**src/rtl/sf500_pkg.sv**
```systemverilog
// ============================================================================
// Module   : sf500_pkg
// Brief    : Shared state encoding, counter widths and helpers for the
//            68000 DMA bus arbiter.
// Revision : 1.0 - initial release
// ============================================================================
`default_nettype none

package sf500_pkg;

    typedef enum logic [2:0] {
        ST_IDLE    = 3'd0,
        ST_REQ     = 3'd1,
        ST_GRANT   = 3'd2,
        ST_OWNED   = 3'd3,
        ST_RELEASE = 3'd4
    } arb_state_t;

    localparam int c_TO_CNT_W   = 8;
    localparam int c_TURN_CNT_W = 4;

    // Active-high one-hot of a 2-bit requester index (up to four requesters).
    function automatic logic [3:0] idx_onehot(input logic [1:0] idx);
        return 4'b0001 << idx;
    endfunction

endpackage

`default_nettype wire

```
**src/rtl/rr_arb_pick.sv**
```systemverilog
// ============================================================================
// Module   : rr_arb_pick
// Brief    : Combinational round-robin picker; search starts one past the
//            previous winner and wraps modulo NREQ.
// Revision : 1.0 - initial release
// ============================================================================
`default_nettype none

module rr_arb_pick #(
    parameter int NREQ = 2
) (
    input  logic [NREQ-1:0] req,
    input  logic [1:0]      last,
    output logic            any,
    output logic [1:0]      idx
);

    // Scan farthest offset first so the nearest requester after 'last' wins.
    always_comb begin
        any = 1'b0;
        idx = 2'd0;
        for (int k = NREQ; k >= 1; k--) begin
            for (int j = 0; j < NREQ; j++) begin
                if (req[j] && (j == ((int'(last) + k) % NREQ))) begin
                    any = 1'b1;
                    idx = 2'(j);
                end
            end
        end
    end

endmodule

`default_nettype wire

```
**src/rtl/dma_bus_arbiter.sv**
```systemverilog
// ============================================================================
// Module   : dma_bus_arbiter
// Brief    : 68000 three-wire bus arbitration between the local CPU and NREQ
//            external DMA masters. Optional grant timeout: ARB_TIMEOUT_EN.
// Revision : 1.0 - initial release
// ============================================================================
`default_nettype none

module dma_bus_arbiter
    import sf500_pkg::*;
#(
    parameter int NREQ        = 2,
    parameter int TURN_CYC    = 2,
    parameter int TIMEOUT_CYC = 255
) (
    input  logic            C14M,
    input  logic            RESET,
    input  logic [NREQ-1:0] BR_n,
    input  logic            BGACK_n,
    input  logic            BG_CPU_n,
    input  logic            AS_CPU_n,
    input  logic            DTACK_n,
    output logic            BR_CPU_n,
    output logic [NREQ-1:0] BG_n,
    output logic            DMA_ACTIVE,
    output logic [1:0]      GRANT_IDX,
    output logic            TIMEOUT
);

    localparam logic [1:0] c_LAST_RST = 2'(NREQ - 1);
    localparam logic [c_TURN_CNT_W-1:0] c_TURN_LAST = c_TURN_CNT_W'(TURN_CYC - 1);
    localparam logic [c_TO_CNT_W-1:0]   c_TO_LAST   = c_TO_CNT_W'(TIMEOUT_CYC - 1);

    logic [NREQ-1:0]         r_br_meta, r_br_sync;
    logic                    r_bgack_meta, r_bgack_sync;
    logic                    r_bgcpu_meta, r_bgcpu_sync;

    arb_state_t              r_state, w_state_nxt;
    logic                    r_br_cpu_n, w_br_cpu_n_nxt;
    logic [NREQ-1:0]         r_bg_n, w_bg_n_nxt;
    logic                    r_dma_active, w_dma_active_nxt;
    logic [1:0]              r_grant_idx, w_grant_idx_nxt;
    logic [1:0]              r_last, w_last_nxt;
    logic [c_TURN_CNT_W-1:0] r_turn_cnt, w_turn_cnt_nxt;

    logic                    w_pick_any;
    logic [1:0]              w_pick_idx;
    logic [3:0]              w_win_oh4;
    logic [NREQ-1:0]         w_win_oh;
    logic                    w_win_drop;
    logic                    w_cycle_done;
    logic                    w_to_hit;
    logic                    w_to_clr;

    rr_arb_pick #(
        .NREQ (NREQ)
    ) u_pick (
        .req  (~r_br_sync),
        .last (r_last),
        .any  (w_pick_any),
        .idx  (w_pick_idx)
    );

    assign w_win_oh4    = idx_onehot(r_grant_idx);
    assign w_win_oh     = w_win_oh4[NREQ-1:0];
    assign w_win_drop   = ((r_br_sync & w_win_oh) != '0);
    // CPU has granted and its current bus cycle has fully terminated.
    assign w_cycle_done = !r_bgcpu_sync && AS_CPU_n && DTACK_n;

    always_comb begin
        w_state_nxt      = r_state;
        w_br_cpu_n_nxt   = r_br_cpu_n;
        w_bg_n_nxt       = r_bg_n;
        w_dma_active_nxt = r_dma_active;
        w_grant_idx_nxt  = r_grant_idx;
        w_last_nxt       = r_last;
        w_turn_cnt_nxt   = r_turn_cnt;
        w_to_clr         = 1'b0;
        case (r_state)
            ST_IDLE: begin
                if (w_pick_any) begin
                    w_grant_idx_nxt = w_pick_idx;
                    w_br_cpu_n_nxt  = 1'b0;
                    w_state_nxt     = ST_REQ;
                end
            end
            ST_REQ: begin
                if (w_win_drop) begin
                    w_br_cpu_n_nxt = 1'b1;
                    w_turn_cnt_nxt = '0;
                    w_state_nxt    = ST_RELEASE;
                end else if (w_cycle_done) begin
                    w_bg_n_nxt  = ~w_win_oh;
                    w_to_clr    = 1'b1;
                    w_state_nxt = ST_GRANT;
                end
            end
            ST_GRANT: begin
                if (!r_bgack_sync) begin
                    w_bg_n_nxt       = '1;
                    w_br_cpu_n_nxt   = 1'b1;
                    w_dma_active_nxt = 1'b1;
                    w_state_nxt      = ST_OWNED;
                end else if (w_win_drop || w_to_hit) begin
                    w_bg_n_nxt     = '1;
                    w_br_cpu_n_nxt = 1'b1;
                    w_turn_cnt_nxt = '0;
                    w_state_nxt    = ST_RELEASE;
                end
            end
            ST_OWNED: begin
                if (r_bgack_sync) begin
                    w_dma_active_nxt = 1'b0;
                    w_turn_cnt_nxt   = '0;
                    w_state_nxt      = ST_RELEASE;
                end
            end
            ST_RELEASE: begin
                w_br_cpu_n_nxt = 1'b1;
                w_bg_n_nxt     = '1;
                if (r_turn_cnt == c_TURN_LAST) begin
                    w_last_nxt  = r_grant_idx;
                    w_state_nxt = ST_IDLE;
                end else begin
                    w_turn_cnt_nxt = r_turn_cnt + c_TURN_CNT_W'(1);
                end
            end
            default: begin
                w_br_cpu_n_nxt   = 1'b1;
                w_bg_n_nxt       = '1;
                w_dma_active_nxt = 1'b0;
                w_state_nxt      = ST_IDLE;
            end
        endcase
    end

    always_ff @(posedge C14M) begin
        if (RESET) begin
            r_br_meta    <= '1;
            r_br_sync    <= '1;
            r_bgack_meta <= 1'b1;
            r_bgack_sync <= 1'b1;
            r_bgcpu_meta <= 1'b1;
            r_bgcpu_sync <= 1'b1;
            r_state      <= ST_IDLE;
            r_br_cpu_n   <= 1'b1;
            r_bg_n       <= '1;
            r_dma_active <= 1'b0;
            r_grant_idx  <= 2'd0;
            r_last       <= c_LAST_RST;
            r_turn_cnt   <= '0;
        end else begin
            r_br_meta    <= BR_n;
            r_br_sync    <= r_br_meta;
            r_bgack_meta <= BGACK_n;
            r_bgack_sync <= r_bgack_meta;
            r_bgcpu_meta <= BG_CPU_n;
            r_bgcpu_sync <= r_bgcpu_meta;
            r_state      <= w_state_nxt;
            r_br_cpu_n   <= w_br_cpu_n_nxt;
            r_bg_n       <= w_bg_n_nxt;
            r_dma_active <= w_dma_active_nxt;
            r_grant_idx  <= w_grant_idx_nxt;
            r_last       <= w_last_nxt;
            r_turn_cnt   <= w_turn_cnt_nxt;
        end
    end

`ifdef ARB_TIMEOUT_EN
    logic [c_TO_CNT_W-1:0] r_to_cnt;
    logic                  r_timeout;

    assign w_to_hit = (r_state == ST_GRANT) && r_bgack_sync && !w_win_drop
                      && (r_to_cnt == c_TO_LAST);

    always_ff @(posedge C14M) begin
        if (RESET) begin
            r_to_cnt  <= '0;
            r_timeout <= 1'b0;
        end else begin
            r_timeout <= w_to_hit;
            if (w_to_clr) begin
                r_to_cnt <= '0;
            end else if (r_state == ST_GRANT) begin
                r_to_cnt <= r_to_cnt + c_TO_CNT_W'(1);
            end
        end
    end

    assign TIMEOUT = r_timeout;
`else
    logic w_unused_to;

    assign w_to_hit    = 1'b0;
    assign w_unused_to = ^{c_TO_LAST, w_to_clr};
    assign TIMEOUT     = 1'b0;
`endif

    assign BR_CPU_n   = r_br_cpu_n;
    assign BG_n       = r_bg_n;
    assign DMA_ACTIVE = r_dma_active;
    assign GRANT_IDX  = r_grant_idx;

endmodule

`default_nettype wire

```
**config.mk**
```make
export PLATFORM = sky130hd
export DESIGN_NAME = dma_bus_arbiter
export DESIGN_NICKNAME = d
export VERILOG_FILES = /design/src/rtl/sf500_pkg.sv /design/src/rtl/rr_arb_pick.sv /design/src/rtl/dma_bus_arbiter.sv
export SDC_FILE = /design/constraint.sdc
export NUM_CORES = 1
export LEC_CHECK = 0
export BUFFER_PORTS_ARGS = -buffer_cell sky130_fd_sc_hd__buf_2
export CORE_UTILIZATION = 30
export DETAILED_ROUTE_END_ITERATION = 6
export GPL_ROUTABILITY_DRIVEN = 0
export MAX_ROUTING_LAYER = met4
export PLACE_DENSITY = 0.46
export SLEW_MARGIN = 20
export SYNTH_ARGS = -nofsm -noshare
export SYNTH_HDL_FRONTEND = slang
export SYNTH_SLANG_ARGS = --single-unit
```
**constraint.sdc**
```tcl
create_clock -name C14M -period 2.7 [get_ports C14M]
set_input_delay 0.54 -clock C14M [delete_from_list [all_inputs] [get_ports C14M]]
set_output_delay 0.54 -clock C14M [all_outputs]
set_load 0.05 [all_outputs]
```
Word level (Yosys, flattened, before mapping):

Cells that the tools add are included.
W data, S select, Z words.

* output and inout port bits: 7
* word-level logic and storage cells: 95
* bits in registers: 21

* reductions and logical operators: 21
* bitwise gates (word level): 8
* muxes and demuxes: 32
* equal/unequal tests: 17
* $add $sub $neg: 3
* shift-type cells: 1

Operator list (count)
* $logic_not A32 Y1: 2
* $mux W3: 7
* $mux W4: 4
* $pmux W4 S4: 1
* $pmux W3 S5: 1
* $ne A2 B2 Y1 const B: 7
* $mux W1: 12
* $mux W2: 4
* $reduce_and A4 Y1: 2
* $eq A3 B2 Y1 const B: 2
* $logic_and A1 B1 Y1: 6
* $ne A3 B3 Y1 const B: 2
* $pmux W2 S3: 1
* $reduce_and A2 Y1: 3
* $reduce_and A5 Y1: 1
* $add A4 B1 Y4 const B: 1
* $eq A2 B2 Y1 const A: 2
* $eq A4 B1 Y1 const B: 1
* $not A2 Y2: 2
* $pmux W1 S4: 1
* $reduce_bool A4 Y1: 1
* $eq A3 B1 Y1 const B: 1
* $eq A3 B3 Y1 const B: 1
* $logic_not A3 Y1: 1
* 12 further kinds: 16

Logic depth before layout (Yosys ltp):

* word-level depth: 10
* mapped depth: 6

By module:

A second synthesis with hierarchy kept.

* cell total of the unflattened synthesis: 130
* area total of the unflattened synthesis: 1127.3 sq um

Modules (own cells, without submodules)
* dma_bus_arbiter: area an instance 1102.3 sq um, cells an instance 126, instances 1
* rr_arb_pick: area an instance 25.0 sq um, cells an instance 4, instances 1

Worst setup path after synthesis:

OpenSTA, ideal clock, no wires.

* path type: register -> register
* start point: reg r_grant_idx[0] (netlist: GRANT_IDX[0])
* end point: reg r_state[0]
* cell stages (with the launch flop): 4
* required time: 2579 ps
* library setup time: 121 ps
* buffers on the path: 0
* slack: 946 ps
* data arrival time: 1633 ps
* period minus slack after synthesis: 1754 ps
* cells stage by stage: dfxtp_1 -> mux2_4 -> o221a_2 -> mux2_4

* longest elaborated chain between the ends: 5
* elaborated cells on any way between the ends: 8
* those cells by class: 2 x eq/ne; 1 x shift; 2 x mux; 1 x bitwise; 2 x reduce/logical

Ends and longest elaborated chain
* start: declaration: line dma_bus_arbiter.sv:42 `logic [1:0] r_grant_idx, w_grant_idx_nxt;`
* start signal: assignment: line dma_bus_arbiter.sv:163 `r_grant_idx <= w_grant_idx_nxt;`
* $shl A1 B1 Y2 (*): line sf500_pkg.sv:24 `return 4'b0001 << idx;`
* $and A2 B2 Y2 (*): line dma_bus_arbiter.sv:66 `assign w_win_drop = ((r_br_sync & w_win_oh) != '0);`
* $reduce_bool A2 Y1 (*): line dma_bus_arbiter.sv:66
* $ne A3 B3 Y1 (no line) / $mux W3 (equally long branches)
* $reduce_and A5 Y1 (no line) / $pmux W3 S5 (equally long branches)
* end signal: assignment: line dma_bus_arbiter.sv:159 `r_state <= w_state_nxt;`
* end: declaration: line dma_bus_arbiter.sv:38 `arb_state_t r_state, w_state_nxt;`

Mark *: on every way between the ends. The rest lies on a longest branch, timed or not.
A chain may end at the register's enable or synchronous reset.

Worst setup path after layout:

* start point: reg r_state[0]
* end point: reg r_state[0]

* longest elaborated chain between the ends: 3
* elaborated cells on any way between the ends: 12
* those cells by class: 9 x eq/ne; 1 x mux; 2 x reduce/logical

Ends and longest elaborated chain
* $eq A3 B1 Y1 (tied with other cells): line dma_bus_arbiter.sv:79 `case (r_state)`
* $ne A3 B3 Y1 (no line) (tied with other cells)
* $reduce_and A5 Y1 (no line)

Parallel ways exist; a longest one is shown, timed or not.

==> results.py <==
metrics = {
    "worst_setup_path": {
        "critical_path_class": "reg -> reg",
        "cp_slowest_stage_delay_ns": 0.63,
        "crit_fanout": 15,
        "cp_cell_sequence": "nor3b_2 -> a22oi_1 -> o221a_2 -> mux2_4",
        "crit_arrival_ns": 2.00,
        "start_kind": "flip-flop",
        "cp_data_required_time_ns": 2.91,
        "cp-end-kind": "flip-flop",
        "crit_path_top_delay_cell": "dfxtp_1",
    },
    "cts": {
        "cts_buffer_depth": 2,
        "root_buffer": "clkbuf_4",
        "insertion_delay_ns": 0.31,
        "clock-sinks": 21,
        "cts_tree": "done",
        "post_cts_buffers": 0,
        "cts_resized": 0,
        "numCtsBuffers": 3,
        "ctsHoldBuffers": 0,
        "clkTransAtPathRegs_ns": 0.13,
        "cts.htree.levels": 1,
    },
    "layout": {
        "num-nets-final": 132,
        "antenna_cells": 0,
        "final_core_util": 0.346,
        "final_common_cell": "dfxtp_1",
        "finalNonFillerCells": 167,
        "drive_above_1_share": 0.264,
        "final_cell_mix": "21 x dfxtp_1, 12 x buf_2, 8 x or2_2",
        "fin_area_um2": 1150,
        "area_delta_synth_final_pct": 10.0,
    },
    "place": {
        "dpl-instance-area_um2": 1120,
        "dpl_worst_slack_ns": 0.951,
        "dp_cells": 163,
        "hpwl_um": 1460,
        "numPortBuffers": 12,
    },
    "logic_synthesis": {
        "seq_area_frac_synth": 0.400,
        "synthArstFlopShare": 0,
        "synth_cell_type_count": 41,
        "ys_warn_count": 0,
        "synthesis.area_um2": 1050,
        "syn-instance-count": 111,
        "avgSynthCellArea_um2": 9.46,
        "synth_enable_flop_cells": 0,
        "ys.flop_type": "dfxtp_1",
        "ys_ff_latch": 21,
    },
    "sta": {
        "worst_slack_ns": 0.919,
        "setup-violations-final": 0,
        "fin_setup_tns_ns": 0,
        "rsz0062_at_grt": "no",
        "finalCriticalPeriod_ns": 1.78,
        "skew_ns": 0.00152,
        "timing.final.hold_violations": 0,
        "max_freq_mhz": 561,
        "hold_slack_ns": 0.401,
        "period_share": 0.660,
        "slew_viol_final": 0,
    },
    "power": {
        "power.total_mw": 0.873,
        "seqPwrFrac": 0.462,
        "switching_share": 0.386,
        "internal-power_mw": 0.537,
        "pwr-share-comb": 0.355,
        "p_leak_nw": 0.444,
        "ir_worst_vdd_uv": 421,
        "switching_power_mw": 0.337,
        "power.density_nw_per_um2": 756,
        "clkPwrFrac": 0.184,
    },
    "grt": {
        "grt_pass1_vias": 742,
        "grt_overflow": 0,
        "antenna_found_initial": 0,
        "grt_max_degree": 23,
        "grt_pass1_wl_um": 3450,
        "grtUsageTotal": 0.132,
    },
    "die": {
        "die_w_um": 61.2,
        "initial_core_util": 0.315,
        "row_count": 21,
        "ios": 15,
        "die_area_um2": 3740,
        "dieHeight_um": 61.2,
        "coreArea_um2": 3340,
    },
    "routing": {
        "postRouteAntennaNets": 0,
        "vias": 810,
        "route.detailed.drc": 0,
        "wl_um": 2050,
        "via_per_inst": 4.85,
        "drt-initial-drc-count": 18,
        "wl_per_cell_um": 12.3,
        "firstDrtPassIters": 4,
    },
    "outcome": {
        "outcome": "complete, no violations",
    },
    "job": {
        "drv_cap": 0,
    },
    "worst_hold_path": {
        "worstHoldPathType": "in -> reg",
    },
}
## flip-flops by register name (all words and copies together) (netlist names)
register and count:
r_state 3, r_bgcpu_meta 1, DMA_ACTIVE 1, r_turn_cnt 4
r_bgcpu_sync 1, r_br_meta 2, GRANT_IDX 1, r_bgack_sync 1
r_bgack_meta 1, r_last 1, BR_CPU_n 1, BG_n 2
r_br_sync 2
## cells by family after synthesis
| kind of cell | share of synthesized area |
|---|---|
| AOI/OAI and AO/OA | 0.217 |
| adders and majority gates | 0.0238 |
| buffers and inverters | 0.0691 |
| DFF | 0.400 |
| muxes | 0.0667 |
| other | 0.00357 |
| and+or+nand+nor | 0.219 |
## power by group through the flow
stage | Combinational (mW) | Sequential [mW] | Clock [mW]
2_1_floorplan | 0.275 | 0.395 | 0
3_3_place_gp | 0.307 | 0.409 | 0
3_5_place_dp | 0.310 | 0.409 | 0
4_1_cts | 0.310 | 0.402 | 0.175
5_1_grt | 0.341 | 0.413 | 0.182
6_report | 0.310 | 0.403 | 0.160
## cell type report
| class | instances | area, µm² |
|---|---|---|
| inverters | 7 | 26.3 |
| fillers | 365 | 2180 |
| clock buffers | 3 | 22.5 |
| repair buffers | 12 | 60.1 |
| multi-input cells | 77 | 561 |
| well taps | 46 | 57.6 |
| flip-flops and latches | 21 | 420 |
| clock inverters | 1 | 7.51 |
## final timing paths
check / startpoint / endpoint / slack (ns) / cells after the start
max: r_state[0]$_SDFFE_PP0P_ / r_state[0]$_SDFFE_PP0P_ / 0.92 / 4
min: BG_CPU_n / r_bgcpu_meta$_SDFF_PP1_ / 0.40 / 2
max reg2reg: r_state[0]$_SDFFE_PP0P_ / r_state[0]$_SDFFE_PP0P_ / 0.92 / 4
min reg2reg: r_br_meta[1]$_SDFF_PP1_ / r_br_sync[1]$_SDFF_PP1_ / 0.42 / 1
## synth_stat cells (all sizes together), types with 3 or more instances
master | number | share of area
nand3 | 6 | 0.029
nor2 | 5 | 0.018
nand2 | 7 | 0.025
mux2i | 4 | 0.038
dfxtp | 21 | 0.40
inv | 7 | 0.025
o21ai | 3 | 0.014
nor3 | 3 | 0.014
or2 | 9 | 0.054
buf | 5 | 0.037
a21oi | 7 | 0.033
## worst max-delay path: cells and delay by family (launching register included)
kind | cells | cell delay (ns)
flip-flops | 1 | 0.63
AO/OA/AOI/OAI | 2 | 0.41
AND/OR/NAND/NOR | 1 | 0.35
multiplexers | 1 | 0.29
## layer usage
metal | vias up | track usage | wire length (µm)
met5 | - | - | 0
met4 | 0 | 0.0617 | 48
met3 | 4 | 0.0378 | 79
met2 | 16 | 0.194 | 886
met1 | 374 | 0.165 | 1030
li1 | 416 | - | -
Note: power is estimated with default switching activity, not from simulation.
